[src/rtl/song_sequencer_if.sv]
// ---------------------------------------------------------------------------
// song_sequencer_if
// Note interface between the song sequencer (master) and one note_player voice
// (slave).
//   note_stb    master -> slave  tempo tick, coincident with the frame tick
//   load        master -> slave  pitch/duration/instrument are valid
//   pitch       master -> slave  note pitch index
//   duration    master -> slave  note duration in ticks minus 1
//   instrument  master -> slave  instrument index
//   done        slave  -> master current note finished (1-cycle pulse)
// ---------------------------------------------------------------------------
interface song_sequencer_if;
    logic       note_stb;
    logic       load;
    logic [5:0] pitch;
    logic [4:0] duration;
    logic [3:0] instrument;
    logic       done;

    modport master (
        output note_stb,
        output load,
        output pitch,
        output duration,
        output instrument,
        input  done
    );

    modport slave (
        input  note_stb,
        input  load,
        input  pitch,
        input  duration,
        input  instrument,
        output done
    );
endinterface

[src/rtl/song_sequencer.sv]
// ---------------------------------------------------------------------------
// song_sequencer
// Walks a song ROM of packed note words ([15] END, [14:9] pitch, [8:4]
// duration, [3:0] instrument) and presents each note to a note_player through
// the note interface. Derives the tempo tick from the frame tick.
// Ports:
//   i_clk, i_rst_n    clock, asynchronous active-low reset
//   i_frame_stb       1-cycle frame tick
//   i_start / i_stop  start at address 0 / abort playback
//   i_loop            restart at address 0 on the end marker
//   i_tempo           frames per tempo tick minus 1
//   note_if           note interface (master side)
//   o_busy            any state but IDLE
//   o_song_end        1-cycle pulse when the song ends without looping
//   o_song_rom_addr   ROM address (0 outside FETCH)
//   i_song_rom_data   ROM data, one cycle after the address
// ---------------------------------------------------------------------------
module song_sequencer #(
    parameter int ADDR_W  = 8,
    parameter int TEMPO_W = 4
) (
    input  logic                i_clk,
    input  logic                i_rst_n,
    input  logic                i_frame_stb,
    input  logic                i_start,
    input  logic                i_stop,
    input  logic                i_loop,
    input  logic [TEMPO_W-1:0]  i_tempo,
    song_sequencer_if.master    note_if,
    output logic                o_busy,
    output logic                o_song_end,
    output logic [ADDR_W-1:0]   o_song_rom_addr,
    input  logic [15:0]         i_song_rom_data
);

    typedef enum logic [1:0] {
        ST_IDLE  = 2'd0,
        ST_FETCH = 2'd1,
        ST_LATCH = 2'd2,
        ST_PLAY  = 2'd3
    } state_t;

    localparam logic [ADDR_W-1:0]  ADDR_ZERO = {ADDR_W{1'b0}};
    localparam logic [ADDR_W-1:0]  ADDR_ONE  = {{(ADDR_W-1){1'b0}}, 1'b1};
    localparam logic [TEMPO_W-1:0] TICK_ZERO = {TEMPO_W{1'b0}};
    localparam logic [TEMPO_W-1:0] TICK_ONE  = {{(TEMPO_W-1){1'b0}}, 1'b1};

    state_t              state_q, state_d;
    logic [ADDR_W-1:0]   addr_q, addr_d;
    logic [TEMPO_W-1:0]  tick_q, tick_d;
    logic                load_q, load_d;
    logic [5:0]          pitch_q, pitch_d;
    logic [4:0]          duration_q, duration_d;
    logic [3:0]          instrument_q, instrument_d;
    logic                busy_q, busy_d;
    logic                song_end_q, song_end_d;
    logic [ADDR_W-1:0]   rom_addr_q, rom_addr_d;
    logic                note_stb_s;

    // Tempo tick: >= (not ==) so a tempo lowered below the running count
    // fires on the very next frame instead of waiting for a wrap.
    always_comb begin
        note_stb_s = i_frame_stb & busy_q & (tick_q >= i_tempo);
    end

    // Next-state, datapath and output decode.
    always_comb begin
        state_d      = state_q;
        addr_d       = addr_q;
        tick_d       = tick_q;
        load_d       = load_q;
        pitch_d      = pitch_q;
        duration_d   = duration_q;
        instrument_d = instrument_q;
        song_end_d   = 1'b0;

        if (busy_q && i_frame_stb) begin
            tick_d = note_stb_s ? TICK_ZERO : (tick_q + TICK_ONE);
        end else begin
            tick_d = tick_q;
        end

        case (state_q)
            ST_IDLE: begin
                if (i_start) begin
                    state_d = ST_FETCH;
                    addr_d  = ADDR_ZERO;
                    tick_d  = TICK_ZERO;
                end else begin
                    state_d = ST_IDLE;
                end
            end
            ST_FETCH: begin
                state_d = ST_LATCH;
            end
            ST_LATCH: begin
                if (i_song_rom_data[15]) begin
                    // An END at address 0 means an empty song: never loop on it.
                    if (i_loop && (addr_q != ADDR_ZERO)) begin
                        addr_d  = ADDR_ZERO;
                        state_d = ST_FETCH;
                    end else begin
                        song_end_d = 1'b1;
                        state_d    = ST_IDLE;
                    end
                end else begin
                    pitch_d      = i_song_rom_data[14:9];
                    duration_d   = i_song_rom_data[8:4];
                    instrument_d = i_song_rom_data[3:0];
                    load_d       = 1'b1;
                    addr_d       = addr_q + ADDR_ONE;
                    state_d      = ST_PLAY;
                end
            end
            ST_PLAY: begin
                if (note_if.done) begin
                    load_d  = 1'b0;
                    state_d = ST_FETCH;
                end else begin
                    state_d = ST_PLAY;
                end
            end
            default: begin
                state_d = ST_IDLE;
            end
        endcase

        // Stop overrides everything, including a same-cycle start.
        if (i_stop) begin
            state_d    = ST_IDLE;
            load_d     = 1'b0;
            tick_d     = TICK_ZERO;
            song_end_d = 1'b0;
        end else begin
            state_d = state_d;
        end

        busy_d     = (state_d != ST_IDLE);
        rom_addr_d = (state_d == ST_FETCH) ? addr_d : ADDR_ZERO;
    end

    // State and output registers.
    always_ff @(posedge i_clk or negedge i_rst_n) begin
        if (!i_rst_n) begin
            state_q      <= ST_IDLE;
            addr_q       <= ADDR_ZERO;
            tick_q       <= TICK_ZERO;
            load_q       <= 1'b0;
            pitch_q      <= 6'd0;
            duration_q   <= 5'd0;
            instrument_q <= 4'd0;
            busy_q       <= 1'b0;
            song_end_q   <= 1'b0;
            rom_addr_q   <= ADDR_ZERO;
        end else begin
            state_q      <= state_d;
            addr_q       <= addr_d;
            tick_q       <= tick_d;
            load_q       <= load_d;
            pitch_q      <= pitch_d;
            duration_q   <= duration_d;
            instrument_q <= instrument_d;
            busy_q       <= busy_d;
            song_end_q   <= song_end_d;
            rom_addr_q   <= rom_addr_d;
        end
    end

    assign note_if.note_stb   = note_stb_s;
    assign note_if.load       = load_q;
    assign note_if.pitch      = pitch_q;
    assign note_if.duration   = duration_q;
    assign note_if.instrument = instrument_q;
    assign o_busy             = busy_q;
    assign o_song_end         = song_end_q;
    assign o_song_rom_addr    = rom_addr_q;

endmodule
[src/flat_wrapper.sv]
// flat-port wrapper written by rule: the top's interface ports become plain ports
module song_sequencer_flat 
#(
    parameter int ADDR_W  = 8,
    parameter int TEMPO_W = 4
)
  (i_clk, i_rst_n, i_frame_stb, i_start, i_stop, i_loop, i_tempo, o_busy, o_song_end, o_song_rom_addr, i_song_rom_data, note_if_note_stb, note_if_load, note_if_pitch, note_if_duration, note_if_instrument, note_if_done);
  song_sequencer_if note_if_i ();
  input  logic i_clk;
  input  logic i_rst_n;
  input  logic i_frame_stb;
  input  logic i_start;
  input  logic i_stop;
  input  logic i_loop;
  input  logic [TEMPO_W-1:0] i_tempo;
  output logic o_busy;
  output logic o_song_end;
  output logic [ADDR_W-1:0] o_song_rom_addr;
  input  logic [15:0] i_song_rom_data;
  output wire logic [$bits(note_if_i.note_stb)-1:0] note_if_note_stb;
  output wire logic [$bits(note_if_i.load)-1:0] note_if_load;
  output wire logic [$bits(note_if_i.pitch)-1:0] note_if_pitch;
  output wire logic [$bits(note_if_i.duration)-1:0] note_if_duration;
  output wire logic [$bits(note_if_i.instrument)-1:0] note_if_instrument;
  input wire logic [$bits(note_if_i.done)-1:0] note_if_done;
  assign note_if_note_stb = note_if_i.note_stb;
  assign note_if_load = note_if_i.load;
  assign note_if_pitch = note_if_i.pitch;
  assign note_if_duration = note_if_i.duration;
  assign note_if_instrument = note_if_i.instrument;
  assign note_if_i.done = note_if_done;
  song_sequencer #(.ADDR_W(ADDR_W), .TEMPO_W(TEMPO_W)) u_core (.i_clk(i_clk), .i_rst_n(i_rst_n), .i_frame_stb(i_frame_stb), .i_start(i_start), .i_stop(i_stop), .i_loop(i_loop), .i_tempo(i_tempo), .note_if(note_if_i), .o_busy(o_busy), .o_song_end(o_song_end), .o_song_rom_addr(o_song_rom_addr), .i_song_rom_data(i_song_rom_data));
endmodule
[config.mk]
export PLATFORM = sky130hd
export DESIGN_NAME = song_sequencer_flat
export DESIGN_NICKNAME = d
export VERILOG_FILES = /design/src/rtl/song_sequencer_if.sv /design/src/rtl/song_sequencer.sv /design/src/flat_wrapper.sv
export SDC_FILE = /design/constraint.sdc
export NUM_CORES = 1
export LEC_CHECK = 0
export BUFFER_PORTS_ARGS = -buffer_cell sky130_fd_sc_hd__buf_2
export CORE_MARGIN = 1
export CORE_UTILIZATION = 46
export DETAILED_ROUTE_END_ITERATION = 7
export GPL_TIMING_DRIVEN = 1
export PLACE_DENSITY = 0.73
export SETUP_SLACK_MARGIN = 0.5
export SKIP_LAST_GASP = 1
export SYNTH_ARGS = -nofsm -noshare
export SYNTH_HDL_FRONTEND = slang
export SYNTH_SLANG_ARGS = --single-unit
export TNS_END_PERCENT = 10
[constraint.sdc]
create_clock -name i_clk -period 2.6 [get_ports i_clk]
set_input_delay 0.78 -clock i_clk [delete_from_list [all_inputs] [get_ports i_clk]]
set_output_delay 0.78 -clock i_clk [all_outputs]
set_load 0.01 [all_outputs]
---- Word level (Yosys, flattened, before mapping) ----
Cells that the tools add are included.
cells by class
  bitwise gates (word level) .............. 3
  shift operators ......................... 0
  multiplexer cells ....................... 24
  div/mod/pow operators ................... 0
  $mul .................................... 0
  $lt $le $gt $ge ......................... 1
  equal/unequal tests ..................... 6
  add/sub/neg operators ................... 2
  reduce and logical (&&, ||, !) cells .... 8
operator list
  cell                                           number
  2-to-1 mux 8 bit                               4
  2-to-1 mux 4 bit                               5
  case mux 8 bit (2 select lines)                1
  2-to-1 mux 1 bit                               9
  adder 8 x 1 -> 8 bit, second input constant    1
  case mux 2 bit (4 select lines)                1
  nonzero test 8 bit                             1
  2-to-1 mux 2 bit                               3
  != test 3 bit, second input constant           2
  adder 4 x 1 -> 4 bit, second input constant    1
  == test 2 x 1 -> 1 bit, second input constant  2
  == test 2 bit, second input constant           2
  >= comparator 4 bit                            1
  AND reduction 3 bit                            1
  nonzero test 3 bit                             1
  AND 1 bit                                      2
  logical AND 1 bit                              2
  zero test 2 bit                                1
  case mux 1 bit (2 select lines)                1
  AND reduction 2 bit                            1
  nonzero test 2 bit                             1
  NOT 1 bit                                      1
storage, ports and cells
  memories kept ........................... 0
  output and inout port bits .............. 27
  flip-flop bits (word level) ............. 40
  memory bits (read-only) ................. 0
  word-level logic and storage cells ...... 54
  bits in latches ......................... 0
  memory bits (writable) .................. 0

---- Longest topological paths before layout ----
  depth after elaboration ................. 8
  depth in mapped cells ................... 6
  gate-level depth less buffers ........... 6

---- Least setup slack after synthesis ----
No wires, ideal clock.
  path kind ............................... input-to-output
  from .................................... input i_tempo[0]
  to ...................................... output note_if_note_stb
  stages .................................. 5
  arrival ................................. 1874 ps
  slack ................................... -54 ps
  path buffers ............................ 0
  required time ........................... 1820 ps
  cell sequence ........................... ha_1 -> nand2b_1 -> a211o_1 -> a31o_2 -> and2_1
on the way
  longest elaborated chain between the ends .. 2
ends and longest elaborated chain
  element              line                  source
  start, declared      flat_wrapper.sv:15    input logic [TEMPO_W-1:0] i_tempo;
  >= comparator 4 bit  song_sequencer.sv:63  note_stb_s = i_frame_stb & busy_q & (tick_q >= i_tempo);
  AND 1 bit            song_sequencer.sv:63
  end, declared        flat_wrapper.sv:20    output wire logic [$bits(note_if_i.note_stb)-1:0] note_if_note_stb;
Every way passes these cells.

---- Final worst setup path ----
Same ends and word-level chain as after synthesis.

==> results by stage <==
Floorplanning:
- The die extent in x is 66.03 um.
- The effective utilization at floorplan is around half.
- The I/O pin count is 54.
- The area of the die is between 0.004 and 0.005 mm2.
- The total area inside the core boundary comes to ~0.0038 mm2.
- Measured along the y axis, the die boundary spans 66.03 um.
- After floorplanning, the core was divided into 22 placement rows.

Cells and area:
- The number of fill cells in the layout is 309.
- The number of nets in the final layout is approximately 250.
- The finished layout holds between 200 and 300 standard cells, fillers aside.
- The layout overhead on the synthesized area is 24.49%.
- The final core utilization is 61.79%.
- The post-route netlist has about two fifths of its cells at a drive strength greater than 1.
- The repair_antennas step left the layout with diodes totalling 0.

Placement:
- The HPWL reported at the end of detailed placement is 2.919 mm.
- During placement, the flow inserted port buffers numbering 53.
- The number of cells in the design after placement is roughly 260.
- The worst slack after detailed placement is -0.1727 ns.
- Routability-driven placement finished with a final weighted congestion of between 0.8 and 0.9.

CTS:
- The cell at the root of the clock tree is clkbuf_8.
- The H-tree generated during clock tree synthesis spans 2 levels.
- The TritonCTS clock tree is built.
- The total CTS buffers is 5.
- Counting along the longest clock path gives a buffer depth of 2.
- The number of buffers inserted to repair setup after CTS is 0.
- The tree built by TritonCTS fans out to 40 sinks.
- After clock tree synthesis, the repair step resized 0 gates.
- At the later pin of the worst-skew pair, clock insertion delay measures between 0.2 and 0.3 ns.
- The register clock-pin slew on the reported worst setup and hold paths is approximately 0.080 ns.

GRT:
- The total grt overflow is 0.
- The largest net degree at the start of global routing is 41.
- The via count of the first global-routing pass is 1500.
- The wire length of the first global-routing pass is 6.575 mm.
- The overall track demand over capacity in global routing is slightly above 20%.
- The number of antenna violations at the first check in global routing came to 0.

STA:
- The setup TNS is -0.1634 ns.
- The final number of max-transition violations is 0.
- Setup violations remaining at the end of the flow were counted as 1.
- The transition at the pin with the smallest max-transition slack is around 0.85 ns.
- The clock tree skew after final layout is ~0.006 ns.
- Derived from the worst setup path, the maximum achievable clock frequency is roughly 0.36 GHz.
- Setup repair after global routing could not meet its margin everywhere.
- The number of endpoints with negative hold slack in the final report came to 0.
- Counting I/O delays and the setup requirement, the final critical path takes roughly 2.8 ns.
- The worst-case headroom to the max-slew limit is 43.42%.
- Setup slack on the critical path of the routed design comes to -0.1634 ns.
- The final critical path takes up 106.3% of the cycle.

Detailed routing:
- The number of nets still failing antenna checks after routing is 0.
- After the first detailed-routing iteration, the DRC count stood at about 100.
- After detailed routing, the number of vias per cell comes to ~5.7.
- The total number of vias is around 1500.
- The total wire length after detailed routing is between 3 and 4 mm.
- The number of remaining DRC errors is 0.
- The wire length per cell after detailed routing is around 15 um.
- The pre-antenna-repair detailed-routing pass consisted of 4 iterations.

Synthesis:
- The sequential-to-total area share from yosys stat is about 53%.
- Synthesis produced a netlist with a net count of between 150 and 200.
- The post-synthesis cell area is between 0.0015 and 0.002 mm2.
- After Yosys synthesis, XOR and XNOR cells account for 1.393% of the synthesized area.
- The synthesized netlist devotes a little over an eighth of its cell area to compound gates.
- Yosys attributes the largest share of cell area to dfrtp_1 (53%), mux2_2 (9.6%), ha_1 (4.6%), nor2_1 (2.4%), a221oi_1 (2.3%).
- Summing the areas of all fa, ha and maj instances in the mapped netlist gives 4.645% of the synthesized area.
- The post-synthesis async set-or-reset flop share is between 90% and 100%.
- After synthesis the netlist holds a flip-flop and latch count of 40.
- The library cell occupying the most area in the post-synthesis netlist is dfrtp_1.
- The primary flip-flop cell chosen by synthesis mapping is dfrtp_1.
- The number of flops mapped to enable cells by yosys is 0.
- Counting every instance in the synthesized netlist gives about 160.
- The synthesized design devotes to its leading area cell type between 50% and 60% of total area.
- Yosys printed 0 warnings.
- The largest family of logic cells by synthesized area is simple AND/OR/NAND/NOR gates.
- After synthesis, the netlist uses 43 different library cells.
- The mean instance size in the synthesized netlist is 11.64 um2.
- The multiplexer share of the synthesized area is roughly a tenth.
- The area share of and/or/nand/nor cells after synthesis is 14.47%.

Min path:
- The worst hold-check path type is reg -> reg.
- The number of stages on the worst hold path is 1.

Power and ir drop:
- The static leakage is between 0.001 and 0.0015 uW.
- The largest voltage drop on the vdd net is between 0.0004 and 0.0005 V.
- Power spread over the standard cell area amounts to around 740 mW/mm2.
- The overall power is about 1700 uW.

Setup path:
- The critical path endpoint category is a primary output.
- The maximum fanout count along the critical path is 2.
- The critical path arrival is 1.98 ns.
- Measured in cells, the most critical reg-to-reg path has a length of 6.
- The critical path is of the in -> out type.
- At the worst endpoint, the required time is roughly 1.8 ns.
- STA classifies the critical path startpoint as an input port.

Status:
- The run finished, with violations left.
- The checks that failed: negative setup slack.

Job:
- The number of maximum-capacitance constraint violations is 0.
## flip-flops by register name, indices dropped and copies added (netlist names)
name,count
u_core.addr_q,8
u_core.note_if.duration,5
u_core.note_if.instrument,4
u_core.note_if.load,1
u_core.note_if.pitch,6
u_core.o_busy,1
u_core.o_song_end,1
u_core.o_song_rom_addr,8
u_core.state_q,2
u_core.tick_q,4
## report_power, final
part / internal [uW] / leakage, uW / switching (uW)
logic: 219 / 0.000577 / 210
clock network: 284 / 0.0000541 / 205
registers: 733 / 0.000525 / 80.6
## final timing paths
kind,start,end,slack [ns]
min reg2reg,u_core.note_if.pitch[3]$_DFFE_PN0P_,u_core.note_if.pitch[3]$_DFFE_PN0P_,0.51
max reg2reg,u_core.addr_q[0]$_DFF_PN0_,u_core.o_song_rom_addr[3]$_DFF_PN0_,0.43
min in group asynchronous,i_rst_n,u_core.state_q[1]$_DFF_PN0_,0.60
max,i_tempo[0],note_if_note_stb,-0.16
min,u_core.note_if.pitch[3]$_DFFE_PN0P_,u_core.note_if.pitch[3]$_DFFE_PN0P_,0.51
max in group asynchronous,i_rst_n,u_core.o_song_rom_addr[7]$_DFF_PN0_,1.47
## cell families (layout without fill, tap and decap cells)
family,count (synthesis),in the layout
xor gates and xnor gates,3,3
DFF,40,40
AOI/OAI and AO/OA,34,34
adders and majority gates,7,7
and+or+nand+nor,46,46
buffers and inverters,15,71
muxes,17,17
## stage by stage
step / hold WS (ns) / area, um2
floorplan: 0.4844 / 1919
global placement: 0.4872 / 2236
detailed placement: 0.4927 / 2236
CTS: 0.5122 / 2347
global route: 0.5254 / 2347
finish: 0.5075 / 2347
## Yosys cell counts, types with 2 or more instances
library cell,instances
dfrtp_1,40
mux2_2,16
nor2_1,12
inv_1,8
a21oi_1,7
ha_1,7
nor3_1,6
a221oi_1,5
clkbuf_1,5
a41oi_1,4
nand2_1,4
nand2b_1,4
a2111oi_0,3
a211oi_1,3
a31oi_1,3
and2_1,2
and4_1,2
buf_2,2
nand4_1,2
o21ai_0,2
or3_1,2
xor2_1,2
## timing repair
| item | in CTS | in global routing |
|---|---|---|
| hold buffers | 0 | 0 |
| setup endpoints to repair | 11 | 12 |
| gates cloned | 0 | 0 |
## cell usage in the layout, fill, tap and decap left out, drive strengths merged, types with 2 or more instances in the layout
| master | netlist | final |
|---|---|---|
| buf | 2 | 55 |
| dfrtp | 40 | 40 |
| mux2 | 16 | 16 |
| nor2 | 12 | 12 |
| inv | 8 | 8 |
| a21oi | 7 | 7 |
| ha | 7 | 7 |
| nor3 | 6 | 6 |
| a221oi | 5 | 5 |
| clkbuf | 5 | 5 |
| a41oi | 4 | 4 |
| nand2 | 4 | 4 |
| nand2b | 4 | 4 |
| a31oi | 3 | 3 |
| a211oi | 3 | 3 |
| a2111oi | 3 | 3 |
| and2 | 3 | 3 |
| or3 | 2 | 2 |
| and4 | 2 | 2 |
| o21ai | 2 | 2 |
| nand4 | 2 | 2 |
| xor2 | 2 | 2 |
| or2 | 2 | 2 |
## worst max-delay path, cell delays in order
cell and delay, ns:
buf_2 0.11, ha_4 0.20, nand2b_4 0.12, a211o_1 0.27
a31o_4 0.23, and2_4 0.14, buf_2 0.13
## metal layers
layer | routed length [um] | share of wire [%] | global-route usage, % | vias up
li1 | - | - | - | 713
met1 | 1581 | 41 | 24.28 | 723
met2 | 1963 | 50 | 33.55 | 73
met3 | 256 | 6.6 | 5.517 | 8
met4 | 89 | 2.3 | 9.043 | 0
met5 | 0 | 0 | 0 | -
## area by class of cell
class,count,area [um2],share of cell area [%]
Sequential cell,40,1001,42.64
Multi-Input combinational cell,107,864.6,36.83
Tap cell,48,60.06,2.559
Clock inverter,3,42.54,1.812
Timing Repair Buffer,55,280.3,11.94
Clock buffer,5,68.82,2.932
Inverter,8,30.03,1.279
No activity file was read; power rests on OpenSTA's default activity.
